===== src/rtl/msf_pulse_decoder.sv =====
// MSF carrier pulse decoder: times each second's carrier-off pulse and classifies it as bits A/B, minute marker or error.
// Define MSF_GLITCH_FILTER_EN to derive the carrier level from a 3-tap majority of tick samples.
module msf_pulse_decoder #(
  parameter int unsigned T_CHECK   = 50,
  parameter int unsigned T_A       = 150,
  parameter int unsigned T_B       = 250,
  parameter int unsigned T_MIN     = 450,
  parameter int unsigned T_DONE    = 600,
  parameter int unsigned T_REARM   = 900,
  parameter int unsigned T_TIMEOUT = 1100
) (
  input  logic clk_i,
  input  logic rst_i,
  input  logic tick_i,
  input  logic msf_i,
  output logic second_o,
  output logic bit_valid_o,
  output logic bit_a_o,
  output logic bit_b_o,
  output logic minute_o,
  output logic error_o
);

  localparam int unsigned T_W = 11;
  localparam logic [T_W-1:0] T_SAT = '1;

  typedef enum logic [1:0] {
    HUNT    = 2'd0,
    MEASURE = 2'd1,
    GAP     = 2'd2,
    ARMED   = 2'd3
  } state_e;

  state_e         state_q, state_d;
  logic [T_W-1:0] t_q, t_d;
  logic           sync1_q, sync1_d;
  logic           sync2_q, sync2_d;
  logic           c_q, c_d;
  logic           a_q, a_d;
  logic           b_q, b_d;
  logic           m_q, m_d;
  logic           second_q, second_d;
  logic           bit_valid_q, bit_valid_d;
  logic           bit_a_q, bit_a_d;
  logic           bit_b_q, bit_b_d;
  logic           minute_q, minute_d;
  logic           error_q, error_d;
  logic           c_new;
  logic           fall;
  logic [T_W-1:0] t_inc;

`ifdef MSF_GLITCH_FILTER_EN
  logic h1_q, h1_d;
  logic h2_q, h2_d;

  // Majority of the current and two previous tick samples; delays edges by one tick.
  assign c_new = (sync2_q & h1_q) | (sync2_q & h2_q) | (h1_q & h2_q);
`else
  assign c_new = sync2_q;
`endif

  assign fall  = c_q & ~c_new;
  assign t_inc = (t_q == T_SAT) ? t_q : t_q + 11'd1;

  always_comb begin
    sync1_d     = msf_i;
    sync2_d     = sync1_q;
    state_d     = state_q;
    t_d         = t_q;
    c_d         = c_q;
    a_d         = a_q;
    b_d         = b_q;
    m_d         = m_q;
    bit_a_d     = bit_a_q;
    bit_b_d     = bit_b_q;
    second_d    = 1'b0;
    bit_valid_d = 1'b0;
    minute_d    = 1'b0;
    error_d     = 1'b0;
`ifdef MSF_GLITCH_FILTER_EN
    h1_d        = h1_q;
    h2_d        = h2_q;
`endif

    if (tick_i) begin
      c_d = c_new;
      t_d = t_inc;
`ifdef MSF_GLITCH_FILTER_EN
      h1_d = sync2_q;
      h2_d = h1_q;
`endif
      case (state_q)
        HUNT: begin
          if (fall) begin
            state_d  = MEASURE;
            t_d      = '0;
            second_d = 1'b1;
          end
        end

        // Edges are ignored here so the second pulse of an A0B1 symbol is not a new second.
        MEASURE: begin
          if (t_inc == T_W'(T_A))   a_d = ~c_new;
          if (t_inc == T_W'(T_B))   b_d = ~c_new;
          if (t_inc == T_W'(T_MIN)) m_d = ~c_new;
          if (t_inc == T_W'(T_CHECK) && c_new) begin
            error_d = 1'b1;
            state_d = HUNT;
          end else if (t_inc == T_W'(T_DONE)) begin
            if (!c_new) begin
              error_d = 1'b1;
              state_d = HUNT;
            end else if (m_q && a_q && b_q) begin
              minute_d = 1'b1;
              state_d  = GAP;
            end else if (m_q) begin
              error_d = 1'b1;
              state_d = HUNT;
            end else begin
              bit_valid_d = 1'b1;
              bit_a_d     = a_q;
              bit_b_d     = b_q;
              state_d     = GAP;
            end
          end
        end

        GAP: begin
          if (t_inc >= T_W'(T_REARM)) begin
            if (fall) begin
              state_d  = MEASURE;
              t_d      = '0;
              second_d = 1'b1;
            end else begin
              state_d = ARMED;
            end
          end else if (fall) begin
            error_d = 1'b1;
            state_d = HUNT;
          end
        end

        ARMED: begin
          if (fall) begin
            state_d  = MEASURE;
            t_d      = '0;
            second_d = 1'b1;
          end else if (t_inc >= T_W'(T_TIMEOUT)) begin
            error_d = 1'b1;
            state_d = HUNT;
          end
        end

        default: state_d = HUNT;
      endcase
    end
  end

  always_ff @(posedge clk_i) begin
    if (rst_i) begin
      state_q     <= HUNT;
      t_q         <= '0;
      sync1_q     <= 1'b1;
      sync2_q     <= 1'b1;
      c_q         <= 1'b1;
      a_q         <= 1'b0;
      b_q         <= 1'b0;
      m_q         <= 1'b0;
      bit_a_q     <= 1'b0;
      bit_b_q     <= 1'b0;
      second_q    <= 1'b0;
      bit_valid_q <= 1'b0;
      minute_q    <= 1'b0;
      error_q     <= 1'b0;
`ifdef MSF_GLITCH_FILTER_EN
      h1_q        <= 1'b1;
      h2_q        <= 1'b1;
`endif
    end else begin
      state_q     <= state_d;
      t_q         <= t_d;
      sync1_q     <= sync1_d;
      sync2_q     <= sync2_d;
      c_q         <= c_d;
      a_q         <= a_d;
      b_q         <= b_d;
      m_q         <= m_d;
      bit_a_q     <= bit_a_d;
      bit_b_q     <= bit_b_d;
      second_q    <= second_d;
      bit_valid_q <= bit_valid_d;
      minute_q    <= minute_d;
      error_q     <= error_d;
`ifdef MSF_GLITCH_FILTER_EN
      h1_q        <= h1_d;
      h2_q        <= h2_d;
`endif
    end
  end

  assign second_o    = second_q;
  assign bit_valid_o = bit_valid_q;
  assign bit_a_o     = bit_a_q;
  assign bit_b_o     = bit_b_q;
  assign minute_o    = minute_q;
  assign error_o     = error_q;

endmodule


===== config.mk =====
export PLATFORM = sky130hd
export DESIGN_NAME = msf_pulse_decoder
export DESIGN_NICKNAME = d
export VERILOG_FILES = /design/src/rtl/msf_pulse_decoder.sv
export SDC_FILE = /design/constraint.sdc
export NUM_CORES = 1
export LEC_CHECK = 0
export CAP_MARGIN = 20
export CELL_PAD_IN_SITES_DETAIL_PLACEMENT = 0
export CELL_PAD_IN_SITES_GLOBAL_PLACEMENT = 1
export CORE_MARGIN = 4
export CORE_UTILIZATION = 48
export DETAILED_ROUTE_END_ITERATION = 10
export GPL_TIMING_DRIVEN = 0
export PLACE_DENSITY_LB_ADDON = 0.15
export SLEW_MARGIN = 15
export SYNTH_ARGS = -nofsm -noshare
export SYNTH_HDL_FRONTEND = slang
export SYNTH_SLANG_ARGS = --single-unit

===== constraint.sdc =====
create_clock -name clk_i -period 4.38 [get_ports clk_i]
set_clock_uncertainty 0.2 [all_clocks]
set_input_delay 0.438 -clock clk_i [delete_from_list [all_inputs] [get_ports clk_i]]
set_output_delay 0.438 -clock clk_i [all_outputs]
set_load 0.05 [all_outputs]

Word level (Yosys, flattened, before mapping)
Cells that the tools add are included.
W data, S select, Z words.
{"block": "op_classes", "n_reduce_logical": 13, "eq_ne": 13, "n_addsub": 1, "mux": 30, "n_bitwise": 8, "n_lt_le_gt_ge": 2}
{"cell": "$mux W11", "n": 3}
{"cell": "$eq A11 B8 Y1 const B", "n": 2}
{"cell": "$mux W2", "n": 11}
{"cell": "$pmux W11 S2", "n": 1}
{"cell": "$mux W1", "n": 12}
{"cell": "$add A11 B1 Y11 const B", "n": 1}
{"cell": "$eq A11 B10 Y1 const B", "n": 1}
{"cell": "$eq A11 B11 Y1 const B", "n": 1}
{"cell": "$eq A11 B6 Y1 const B", "n": 1}
{"cell": "$eq A11 B9 Y1 const B", "n": 1}
{"cell": "$ge A11 B10 Y1 const B", "n": 1}
{"cell": "$ge A11 B11 Y1 const B", "n": 1}
{"cell": "$ne A3 B3 Y1 const B", "n": 3}
{"cell": "$reduce_and A3 Y1", "n": 3}
{"cell": "$pmux W2 S4", "n": 1}
{"cell": "$not A1 Y1", "n": 7}
{"cell": "$reduce_and A7 Y1", "n": 1}
{"cell": "$reduce_or A7 Y1", "n": 1}
{"cell": "$reduce_or A6 Y1", "n": 1}
{"cell": "$reduce_and A5 Y1", "n": 1}
{"cell": "$eq A2 B2 Y1 const B", "n": 2}
{"cell": "$reduce_or A2 Y1", "n": 2}
{"cell": "$logic_and A1 B1 Y1", "n": 3}
{"cell": "$pmux W1 S3", "n": 1}
{"cell": "other kinds (5)", "n": 5}
{"block": "word_totals", "input_bits": 4, "out_inout_bits": 6, "reg_bits": 25}

Logic depth before layout (Yosys ltp)
Gate-level depths: netlist of the first run.
{"block": "logic_depth", "word_depth": 7, "mapped_depth": 10, "mapped_depth_nobuf": 9}

Worst setup path after synthesis of the first run
No wires, ideal clock.
{"block": "synth_path", "path_type": "register -> register", "start": "reg t_q[0]", "end": "reg t_q[1]", "path_slack_ns": 1.794, "t_arrival_ns": 2.312, "period_less_slack_ns": 2.586, "stages_incl_launch_ff": 11, "setup_time_ns": 0.074, "required_ns": 4.106, "cell_sequence": "dfxtp_1 ha_1 and2_1 buf_2 a21o_2 a211oi_2 a2111oi_2 o21ai_1 a21oi_1 or4b_1 a31oi_1"}
{"block": "synth_between", "elab_chain_len": 5}
{"element": "from (decl)", "line": "35", "rtl": "logic [T_W-1:0] t_q, t_d;"}
{"element": "from (signal assigned)", "line": "181", "rtl": "t_q <= t_d;"}
{"element": "$add A11 B1 Y11 or $eq A11 B11 Y1 (tied branches)", "line": "63", "rtl": "assign t_inc = (t_q == T_SAT) ? t_q : t_q + 11'd1;"}
{"element": "$mux W11 (*)", "line": "63"}
{"element": "$ge A11 B10 Y1 or $mux W11 (tied branches)"}
{"element": "$mux W11", "line": "129", "rtl": "if (t_inc >= T_W'(T_REARM)) begin"}
{"element": "$pmux W11 S2 (*)", "line": "92", "rtl": "case (state_q)"}
Mark *: on every way between the ends. The rest lies on a longest branch, timed or not.
A chain may end at the register's enable or synchronous reset.

Worst setup path after layout of the first run
{"block": "layout_path", "start": "reg t_q[1]", "end": "reg t_q[3]"}
The elaborated chain is that of the path after synthesis.

==> results_dict.tcl, run 1 <==
set metrics [dict create \
    synth_fp_nets 222 \
    tightestPinTransition_ns 0.606 \
    cts_root_buf "sky130_fd_sc_hd__clkbuf_8" \
    min_path_type "in -> reg" \
    worst_path_most_repeated_cell "sky130_fd_sc_hd__o21ai_1" \
    fin_crit_ns 3.09 \
    gr-usage-met2 0.344 \
    grt_remaining_overflow 0 \
    clk_latency_ns 0.28 \
    place.port_buffers 8 \
    diode_count 0 \
    simple_gate_share_of_the_synthesized_area 0.318 \
    finalWirelength_um 4360 \
    final_hold_vio_count 0 \
    netlist-cell-type-count 60 \
    final-max-slew-violation-count 0 \
    grtUsageMet3 0.0276 \
    dieArea_mm2 0.00472 \
    dpl_cell_area_mm2 0.00191 \
    synthesis.area_mm2 0.00177 \
    synth_mux_area_frac 0.0467 \
    share_of_the_synthesized_area_in_compound_gates_ao_oa_aoi_oai 0.253 \
    post_cts_setup_buffers 0 \
    num_io_pins 10 \
    detailedPlace.worstSlack_ns 1.36 \
    fp-row-count 21 \
    drtIter0Drc 142 \
    final_replace_weighted_congestion 0.911 \
    detail_routed_via_count_per_cell 6.24 \
    synthXorXnorAreaFrac 0.00495 \
    cp_data_arrival_time_ns 3.05 \
    cts_max_path_buffers 2 \
    cellLeakagePower_nw 0.655 \
    maxCapViolCount 0 \
    post_synth_edffs 0 \
    synthAdderAreaFrac 0.0425 \
    largest_reg_flops 11 \
    layout.nets 235 \
    grt_usage 0.211 \
    worst_path_max_delay_cell "sky130_fd_sc_hd__a2111oi_2" \
    floorplan.initialDensity 0.514 \
    synth_async_sr_flop_share 0 \
    synthFlopType "sky130_fd_sc_hd__dfxtp_1" \
    detailroute.via_count 1684 \
    drt.antenna.violating_nets 0 \
    hpwlAfterDp_um 3400 \
    htree_levels 1 \
    regToRegSetupSlack_ns 1.29 \
    timing_worst_setup_path_type "reg -> reg" \
    total_power_mw 0.425 \
    cp-start-kind "register" \
    critPathRequiredTime_ns 4.34 \
    path_delay_family "compound AO/OA/AOI/OAI gates" \
    critical_path.reg2reg.endpoint "t_q[3]$_SDFFE_PP0P_" \
    cp_cell_sequence "ha_1, nand2_1, o21ai_0, mux2i_1, a2111oi_2, o21ai_1, a21oi_1, or2_1, o21ai_1" \
    utilization 0.568 \
    reg2reg_from "t_q[1]$_SDFFE_PP0P_" \
    grt_antenna_before_repair 0 \
    rsz0062_at_grt "no" \
    min_period_over_period 0.705 \
    leading_cell_type_in_the_layout_fill_and_taps_excluded "sky130_fd_sc_hd__dfxtp_1" \
    die_x_um 68.7 \
    achievable-frequency_ghz 0.324 \
    powerDensity_mw_per_mm2 217 \
    syn_area_per_cell_um2 8.34 \
    run_status "finished clean" \
    ir_drop_mv 0.169 \
    cells_after_synthesis 212 \
    critPathBufInv 0 \
    sink_count_of_the_clock_tree 25 \
    reg.largest.list "t_q x11, state_q x2" \
    endpoint_kind "register" \
    largest_register "t_q" \
    combinational_family_with_the_most_area_after_synthesis "simple AND/OR/NAND/NOR gates" \
    clkTransAtPathRegs_ns 0.10 \
    worst_hold_startpoint "rst_i" \
    final_layout_size_suffix_gt1_frac 0.156 \
    crit_path_max_fanout 6 \
    synth.yosys.seq_area_share 0.283 \
    slew-limit-headroom 0.594 \
    resized_gates_after_cts 0 \
    routed_wl_per_cell_um 16.2 \
    fin_tns_setup_ns 0 \
    drtPass1Iterations 4 \
    cts_inserted_buffers 3 \
    largest_net_degree_at_the_start_of_global_routing 16 \
    die_span_y_um 68.7 \
    grt_busiest_layer "met2" \
    mostFrequentLayoutCells "sky130_fd_sc_hd__dfxtp_1, sky130_fd_sc_hd__nand2_1, sky130_fd_sc_hd__nor2_1" \
    first_global_vias 1618 \
    worstRegToRegCells 9 \
    post-route-drc-count 0 \
    core-area_mm2 0.00344 \
    fin_ws_ns 1.29 \
    globalRouteMet1Util 0.273 \
    ctsHoldBuffers 0 \
    number_of_inserted_filler_cells_in_the_final_layout 311 \
    setup-violations-final 0 \
    synthToLayoutAreaGrowth_pct 10.5 \
    hold_end "c_q$_SDFFE_PP1P_" \
    timing.critical_path.slowest_cell_delay_ns 0.53 \
    yosys_register_bits 25 \
    cts_tree "done" \
    first_pass_grt_wire_length_um 7580 \
    synth-warning-count 0 \
    hold_path_depth 2 \
    final_design_area_no_fill_mm2 0.00195 \
]
-- Yosys cell counts, types with 3 or more instances --
library cell,count,area share
sky130_fd_sc_hd__and4_1,4,0.020
sky130_fd_sc_hd__nand3_1,10,0.028
sky130_fd_sc_hd__a21boi_0,4,0.017
sky130_fd_sc_hd__o21ai_0,8,0.023
sky130_fd_sc_hd__nand2_1,22,0.047
sky130_fd_sc_hd__nor2_1,19,0.040
sky130_fd_sc_hd__nor3_2,4,0.023
sky130_fd_sc_hd__mux2i_1,6,0.034
sky130_fd_sc_hd__inv_1,7,0.015
sky130_fd_sc_hd__nor3_1,5,0.014
sky130_fd_sc_hd__buf_4,4,0.017
sky130_fd_sc_hd__nand2b_1,4,0.014
sky130_fd_sc_hd__o21ai_1,8,0.023
sky130_fd_sc_hd__a211o_1,3,0.015
sky130_fd_sc_hd__dfxtp_1,25,0.28
sky130_fd_sc_hd__nor2b_1,3,0.011
sky130_fd_sc_hd__or3_1,3,0.011
sky130_fd_sc_hd__or2_1,3,0.011
sky130_fd_sc_hd__a21oi_1,8,0.023
sky130_fd_sc_hd__ha_1,6,0.042
-- layout make-up --
type	instances	area, um2	share of cell area
multi-input cells	171	1170	0.601
flip-flops and latches	25	500	0.256
repair buffers	8	80.1	0.0410
plain buffers	9	66.3	0.0339
well taps	46	57.6	0.0294
clock buffers	3	41.3	0.0211
inverters	7	26.3	0.0134
clock inverters	1	7.51	0.00384
-- how the worst max path moves through the flow --
stage / from / to / cells after the start
global placement: t_q[0]$_SDFFE_PP0P_ / t_q[3]$_SDFFE_PP0P_ / 9
floorplan: t_q[0]$_SDFFE_PP0P_ / t_q[1]$_SDFFE_PP0P_ / 10
finish: t_q[1]$_SDFFE_PP0P_ / t_q[3]$_SDFFE_PP0P_ / 9
detailed placement: t_q[1]$_SDFFE_PP0P_ / t_q[3]$_SDFFE_PP0P_ / 9
global route: t_q[0]$_SDFFE_PP0P_ / t_q[3]$_SDFFE_PP0P_ / 9
CTS: t_q[1]$_SDFFE_PP0P_ / t_q[3]$_SDFFE_PP0P_ / 9
-- worst reg2reg max path: cells and delay by family (launching register included) --
kind | cells | cell delay (ns)
mux | 1 | 0.22
compound gates | 5 | 1.33
flops | 1 | 0.46
simple gates | 2 | 0.50
fa+ha+maj | 1 | 0.27
-- report_power, final --
group          total (mW)  leakage, nW  switching (mW)  internal, mW
Combinational      0.0449        0.430          0.0268        0.0182
Clock               0.144       0.0217          0.0792        0.0646
Sequential          0.236        0.202         0.00501         0.231
-- layer usage --
layer,part of all wire,routed length (um),vias up
li1,-,-,810
met1,0.44,1910,805
met2,0.49,2150,58
met3,0.048,208,11
met4,0.022,94,0
met5,0,0,-
-- metrics by stage --
step	instances	hold slack, ns
after floorplan	212	0.189
after detailed placement	266	0.223
after global placement	266	0.203
after global routing	270	0.232
final	270	0.226
after CTS	270	0.231
-- logic make-up (layout without fill, tap and decap cells) --
family          count (synthesis)  in the layout
xor+xnor                        1              1
mux                             8              8
compound gates                 59             59
fa+ha+maj                       6              6
flops                          25             25
buf+inv                        16             28
simple gates                   97             97
Note: power is estimated with default switching activity, not from simulation.
==> run 2: changes to the inputs <==
--- a/config.mk
+++ b/config.mk
@@ -9,7 +9,7 @@
 export CELL_PAD_IN_SITES_DETAIL_PLACEMENT = 0
 export CELL_PAD_IN_SITES_GLOBAL_PLACEMENT = 1
 export CORE_MARGIN = 4
-export CORE_UTILIZATION = 48
+export CORE_UTILIZATION = 41
 export DETAILED_ROUTE_END_ITERATION = 10
 export GPL_TIMING_DRIVEN = 0
 export PLACE_DENSITY_LB_ADDON = 0.15
==> constraint.sdc (replaced) <==
create_clock -name clk_i -period 2.6 [get_ports clk_i]
set_clock_uncertainty 0.2 [all_clocks]
set_input_delay 0.26 -clock clk_i [delete_from_list [all_inputs] [get_ports clk_i]]
set_output_delay 0.26 -clock clk_i [all_outputs]
set_load 0.05 [all_outputs]
==> results_dict.tcl, run 2 (same netlist as run 1, synthesis figures left out) <==
set metrics [dict create \
    run_status "finished clean" \
    cp-start-kind "register" \
    final-max-slew-violation-count 0 \
    grtUsageMet3 0.0369 \
    core-area_mm2 0.00409 \
    ctsHoldBuffers 0 \
    detail_routed_via_count_per_cell 5.95 \
    detailroute.via_count 1792 \
    seqPwrFrac 0.551 \
    cts_inserted_buffers 3 \
    cts_root_buf "sky130_fd_sc_hd__clkbuf_8" \
    reg.largest.list "t_q x11, state_q x2" \
    power.combinational.fraction 0.121 \
    p_clk_frac 0.328 \
    first_pass_grt_wire_length_um 8240 \
    final_layout_size_suffix_gt1_frac 0.406 \
    cp_cell_sequence "ha_4, nand2_2, o2111ai_2, o21ai_2, buf_4, a2111oi_4, nand2b_4, a311oi_4, a21o_1, a22o_1" \
    setup.worst_path.start "t_q[1]$_SDFFE_PP0P_" \
    largest_net_degree_at_the_start_of_global_routing 15 \
    timing_worst_setup_path_type "reg -> reg" \
    crit_path_end "t_q[0]$_SDFFE_PP0P_" \
    power.switching_fraction 0.263 \
    intPower_mw 0.530 \
    worstRegToRegCells 10 \
    clkTransAtPathRegs_ns 0.09 \
    layout.nets 262 \
    drt.antenna.violating_nets 0 \
    fin_crit_ns 2.59 \
    critPathRequiredTime_ns 2.57 \
    htree_levels 1 \
    grt_remaining_overflow 0 \
    reg2reg_from "t_q[1]$_SDFFE_PP0P_" \
    regToRegSetupSlack_ns 0.006 \
    detailedPlace.worstSlack_ns -0.443 \
    largest_reg_flops 11 \
    final_design_area_no_fill_mm2 0.00247 \
    crit_path_max_fanout 6 \
    gr-usage-met2 0.312 \
    grt_antenna_before_repair 0 \
    place.port_buffers 8 \
    achievable-frequency_ghz 0.386 \
    fin_ws_ns 0.00640 \
    rsz0062_at_grt "yes" \
    drtIter0Drc 165 \
    drtPass1Iterations 4 \
    maxCapViolCount 0 \
    die_x_um 73.7 \
    tightestPinTransition_ns 0.739 \
    timing.critical_path.slowest_cell_delay_ns 0.41 \
    cp_data_arrival_time_ns 2.57 \
    powerDensity_mw_per_mm2 291 \
    diode_count 0 \
    sink_count_of_the_clock_tree 25 \
    mostFrequentLayoutCells "sky130_fd_sc_hd__buf_4, sky130_fd_sc_hd__nand2_1, sky130_fd_sc_hd__nor2_1, sky130_fd_sc_hd__dfxtp_1, sky130_fd_sc_hd__o21ai_1" \
    synthToLayoutAreaGrowth_pct 39.6 \
    critical_path.reg2reg.endpoint "t_q[0]$_SDFFE_PP0P_" \
    finalWirelength_um 5430 \
    fp-row-count 23 \
    dpl_cell_area_mm2 0.00191 \
    slew-limit-headroom 0.506 \
    hpwlAfterDp_um 3360 \
    largest_register "t_q" \
    post-route-drc-count 0 \
    clk_latency_ns 0.27 \
    routed_wl_per_cell_um 18.0 \
    cellLeakagePower_nw 0.892 \
    min_path_type "in -> reg" \
    power.switching_mw 0.189 \
    grt_usage 0.193 \
    setup-violations-final 0 \
    die_span_y_um 73.7 \
    globalRouteMet1Util 0.252 \
    first_global_vias 1706 \
    final_replace_weighted_congestion 0.875 \
    dieArea_mm2 0.00543 \
    endpoint_kind "register" \
    num_io_pins 10 \
    min_period_over_period 0.998 \
    floorplan.initialDensity 0.433 \
    grt_busiest_layer "met2" \
    final_hold_vio_count 0 \
    cts_max_path_buffers 2 \
    ir_drop_mv 0.256 \
    cts_tree "done" \
    worst_path_max_delay_cell "sky130_fd_sc_hd__dfxtp_4" \
    leading_cell_type_in_the_layout_fill_and_taps_excluded "sky130_fd_sc_hd__buf_4" \
]
[run 2: power groups by stage]
stage          Sequential [mW]  Clock [mW]  Combinational [mW]
2_1_floorplan            0.406           0              0.0547
3_3_place_gp             0.406           0              0.0743
3_5_place_dp             0.407           0              0.0750
4_1_cts                  0.397       0.239              0.0838
5_1_grt                  0.398       0.259              0.0950
6_report                 0.396       0.236              0.0868
[run 2: stage by stage]
step	total power, mW	hold slack [ns]	utilization	TNS, ns	std cells
6_report	0.719	0.0319	0.604	0	301
3_5_place_dp	0.482	0.193	0.468	-5.92	270
5_1_grt	0.751	0.0437	0.604	-0.377	301
3_3_place_gp	0.481	0.191	0.468	-4.22	270
4_1_cts	0.720	0.0350	0.549	0	287
2_1_floorplan	0.461	0.164	-	0	212
[run 2: final cells by class]
cell class | count | area [um2]
multi-input combinational | 171 | 1450
sequential | 25 | 524
buffer | 8 | 71.3
inverter | 7 | 26.3
clock buffer | 3 | 41.3
clock inverter | 1 | 5.00
timing repair buffer | 36 | 290
tap | 50 | 62.6
fill | 339 | 1620
[run 2: repair_timing]
action | in CTS | in global routing
resized for setup | 41 | 31
buffers inserted | 14 | 14
pin swaps | 12 | 16
endpoints found under the setup margin | 21 | 18
[run 2: routing by layer]
layer	vias to the layer above	wire length, um
met5	-	0
met3	14	178
li1	864	-
met2	39	2680
met4	0	140
met1	875	2420
[run 2: worst min-delay path by stage]
stage,start,slack [ns],depth (start not counted),endpoint
after floorplan,msf_i,0.16,1,sync1_q$_SDFF_PP1_
after global placement,sync1_q$_SDFF_PP1_,0.19,1,c_new$_SDFF_PP1_
after detailed placement,sync1_q$_SDFF_PP1_,0.19,1,c_new$_SDFF_PP1_
after CTS,rst_i,0.03,2,c_q$_SDFFE_PP1P_
after global routing,rst_i,0.04,2,c_q$_SDFFE_PP1P_
final,rst_i,0.03,2,c_q$_SDFFE_PP1P_
[run 2: worst max-delay path: cells and delay by family (launching register included)]
| family | cells | cell delay [ns] |
|---|---|---|
| AOI/OAI and AO/OA | 6 | 1.19 |
| DFF | 1 | 0.41 |
| buffers and inverters | 1 | 0.17 |
| adders and majority gates | 1 | 0.16 |
| and+or+nand+nor | 2 | 0.36 |
==> run 3: changes to the inputs <==
--- a/config.mk
+++ b/config.mk
@@ -7,9 +7,9 @@
 export LEC_CHECK = 0
 export CAP_MARGIN = 20
 export CELL_PAD_IN_SITES_DETAIL_PLACEMENT = 0
-export CELL_PAD_IN_SITES_GLOBAL_PLACEMENT = 1
+export CELL_PAD_IN_SITES_GLOBAL_PLACEMENT = 2
 export CORE_MARGIN = 4
-export CORE_UTILIZATION = 41
+export CORE_UTILIZATION = 33
 export DETAILED_ROUTE_END_ITERATION = 10
 export GPL_TIMING_DRIVEN = 0
 export PLACE_DENSITY_LB_ADDON = 0.15
==> results_dict.tcl, run 3 (same netlist as run 1, synthesis figures left out) <==
set metrics [dict create \
    run_status "finished clean" \
    largest_reg_flops 11 \
    cp_data_arrival_time_ns 2.60 \
    powerDensity_mw_per_mm2 312 \
    worst_path_most_repeated_cell "sky130_fd_sc_hd__buf_4" \
    final_hold_vio_count 0 \
    critPathRequiredTime_ns 2.61 \
    clkTransAtPathRegs_ns 0.10 \
    cts_root_buf "sky130_fd_sc_hd__clkbuf_8" \
    post-route-drc-count 0 \
    min_path_type "in -> reg" \
    number_of_inserted_filler_cells_in_the_final_layout 540 \
    regToRegSetupSlack_ns 0.01 \
    die_x_um 81.2 \
    timing_worst_setup_path_type "reg -> reg" \
    routed_wl_per_cell_um 16.7 \
    finalWirelength_um 5230 \
    final.hold.worst_slack_ns 0.0359 \
    final_design_area_no_fill_mm2 0.00240 \
    diode_count 0 \
    ir_drop_mv 0.207 \
    fin_crit_ns 2.59 \
    drtPass1Iterations 4 \
    hpwlAfterDp_um 3670 \
    ctsHoldBuffers 0 \
    drtIter0Drc 130 \
    detailedPlace.worstSlack_ns -0.469 \
    final_layout_size_suffix_gt1_frac 0.358 \
    endpoint_kind "register" \
    clk_latency_ns 0.28 \
    final_cells 313 \
    dpl_cell_area_mm2 0.00194 \
    grt_remaining_overflow 0 \
    slew-limit-headroom 0.543 \
    setup-violations-final 0 \
    achievable-frequency_ghz 0.386 \
    detail_routed_via_count_per_cell 5.63 \
    fin_tns_setup_ns 0 \
    crit_path_max_fanout 5 \
    mostFrequentLayoutCells "sky130_fd_sc_hd__buf_4, sky130_fd_sc_hd__nand2_1, sky130_fd_sc_hd__nor2_1, sky130_fd_sc_hd__dfxtp_1, sky130_fd_sc_hd__o21ai_1" \
    detailroute.via_count 1761 \
    synthToLayoutAreaGrowth_pct 35.8 \
    tightestPinTransition_ns 0.682 \
    die_span_y_um 81.2 \
    fin_ws_ns 0.0106 \
    grt_usage 0.168 \
    sink_count_of_the_clock_tree 25 \
    cts_max_path_buffers 2 \
    largest_register "t_q" \
    fp-row-count 26 \
    grt_antenna_before_repair 0 \
    core-area_mm2 0.00514 \
    place.port_buffers 8 \
    leading_cell_type_in_the_layout_fill_and_taps_excluded "sky130_fd_sc_hd__buf_4" \
    largest_net_degree_at_the_start_of_global_routing 16 \
    drt.antenna.violating_nets 0 \
    first_pass_grt_wire_length_um 8560 \
    rsz0062_at_grt "yes" \
    cellLeakagePower_nw 0.830 \
    worst_path_max_delay_cell "sky130_fd_sc_hd__or4b_1" \
    num_io_pins 10 \
    first_global_vias 1750 \
    min_period_over_period 0.996 \
    timing.critical_path.slowest_cell_delay_ns 0.48 \
    layout.nets 254 \
    cp-start-kind "register" \
    cts_tree "done" \
    utilization 0.467 \
    final_replace_weighted_congestion 0.921 \
    final-max-slew-violation-count 0 \
    cts_inserted_buffers 3 \
    total_power_mw 0.749 \
    htree_levels 1 \
    dieArea_mm2 0.00659 \
    placed_cells_incl_taps 290 \
    cp_cell_sequence "buf_6, buf_4, buf_4, a21o_4, a211oi_4, a2111oi_4, o21ai_1, a21oi_2, or4b_1, a31oi_1" \
    maxCapViolCount 0 \
    reg.largest.list "t_q x11, state_q x2" \
    floorplan.initialDensity 0.344 \
]
## run 3: cell types whose count changed in the layout (fill, tap and decap cells not counted), sizes merged
cell      previous run  this run
clkinv               1         0
buf                 35        27
clkinvlp             0         1
## run 3: worst max-delay path: cells and delay by family (launching register included)
kind                   cells  cell delay, ns
AOI/OAI and AO/OA          6            1.09
and+or+nand+nor            1            0.48
buffers and inverters      3            0.41
DFF                        1            0.34
## run 3: path summary, 6_finish.rpt
| path | start | endpoint | depth (start not counted) |
|---|---|---|---|
| setup / recovery | t_q[3]$_SDFFE_PP0P_ | t_q[1]$_SDFFE_PP0P_ | 10 |
| hold / removal | rst_i | c_q$_SDFFE_PP1P_ | 2 |
| setup reg to reg | t_q[3]$_SDFFE_PP0P_ | t_q[1]$_SDFFE_PP0P_ | 10 |
| hold reg to reg | sync1_q$_SDFF_PP1_ | c_new$_SDFF_PP1_ | 1 |
## run 3: layout make-up
type	instances	area, um2	area share
tap	70	87.6	0.0365
buffer	8	67.6	0.0281
multi-input combinational	171	1410	0.587
inverter	7	26.3	0.0109
sequential	25	520	0.217
clock inverter	1	7.51	0.00313
timing repair buffer	28	241	0.101
clock buffer	3	41.3	0.0172
## run 3: timing repair
action / CTS / global route
endpoints found under the setup margin: 21 / 20
gates resized for setup: 37 / 26
pin swaps: 17 / 23
cloned: 0 / 0
setup buffers: 14 / 6
## run 3: routing by layer
| metal | GRT usage | up-vias | part of all wire |
|---|---|---|---|
| met3 | 0.0244 | 9 | 0.024 |
| met1 | 0.206 | 871 | 0.45 |
| li1 | - | 846 | - |
| met5 | 0 | - | 0 |
| met4 | 0.0794 | 0 | 0.015 |
| met2 | 0.286 | 35 | 0.51 |
## run 3: power breakdown
part / switching, mW / internal, mW
combinational: 0.0559 / 0.0427
clock: 0.146 / 0.109
sequential: 0.00687 / 0.388
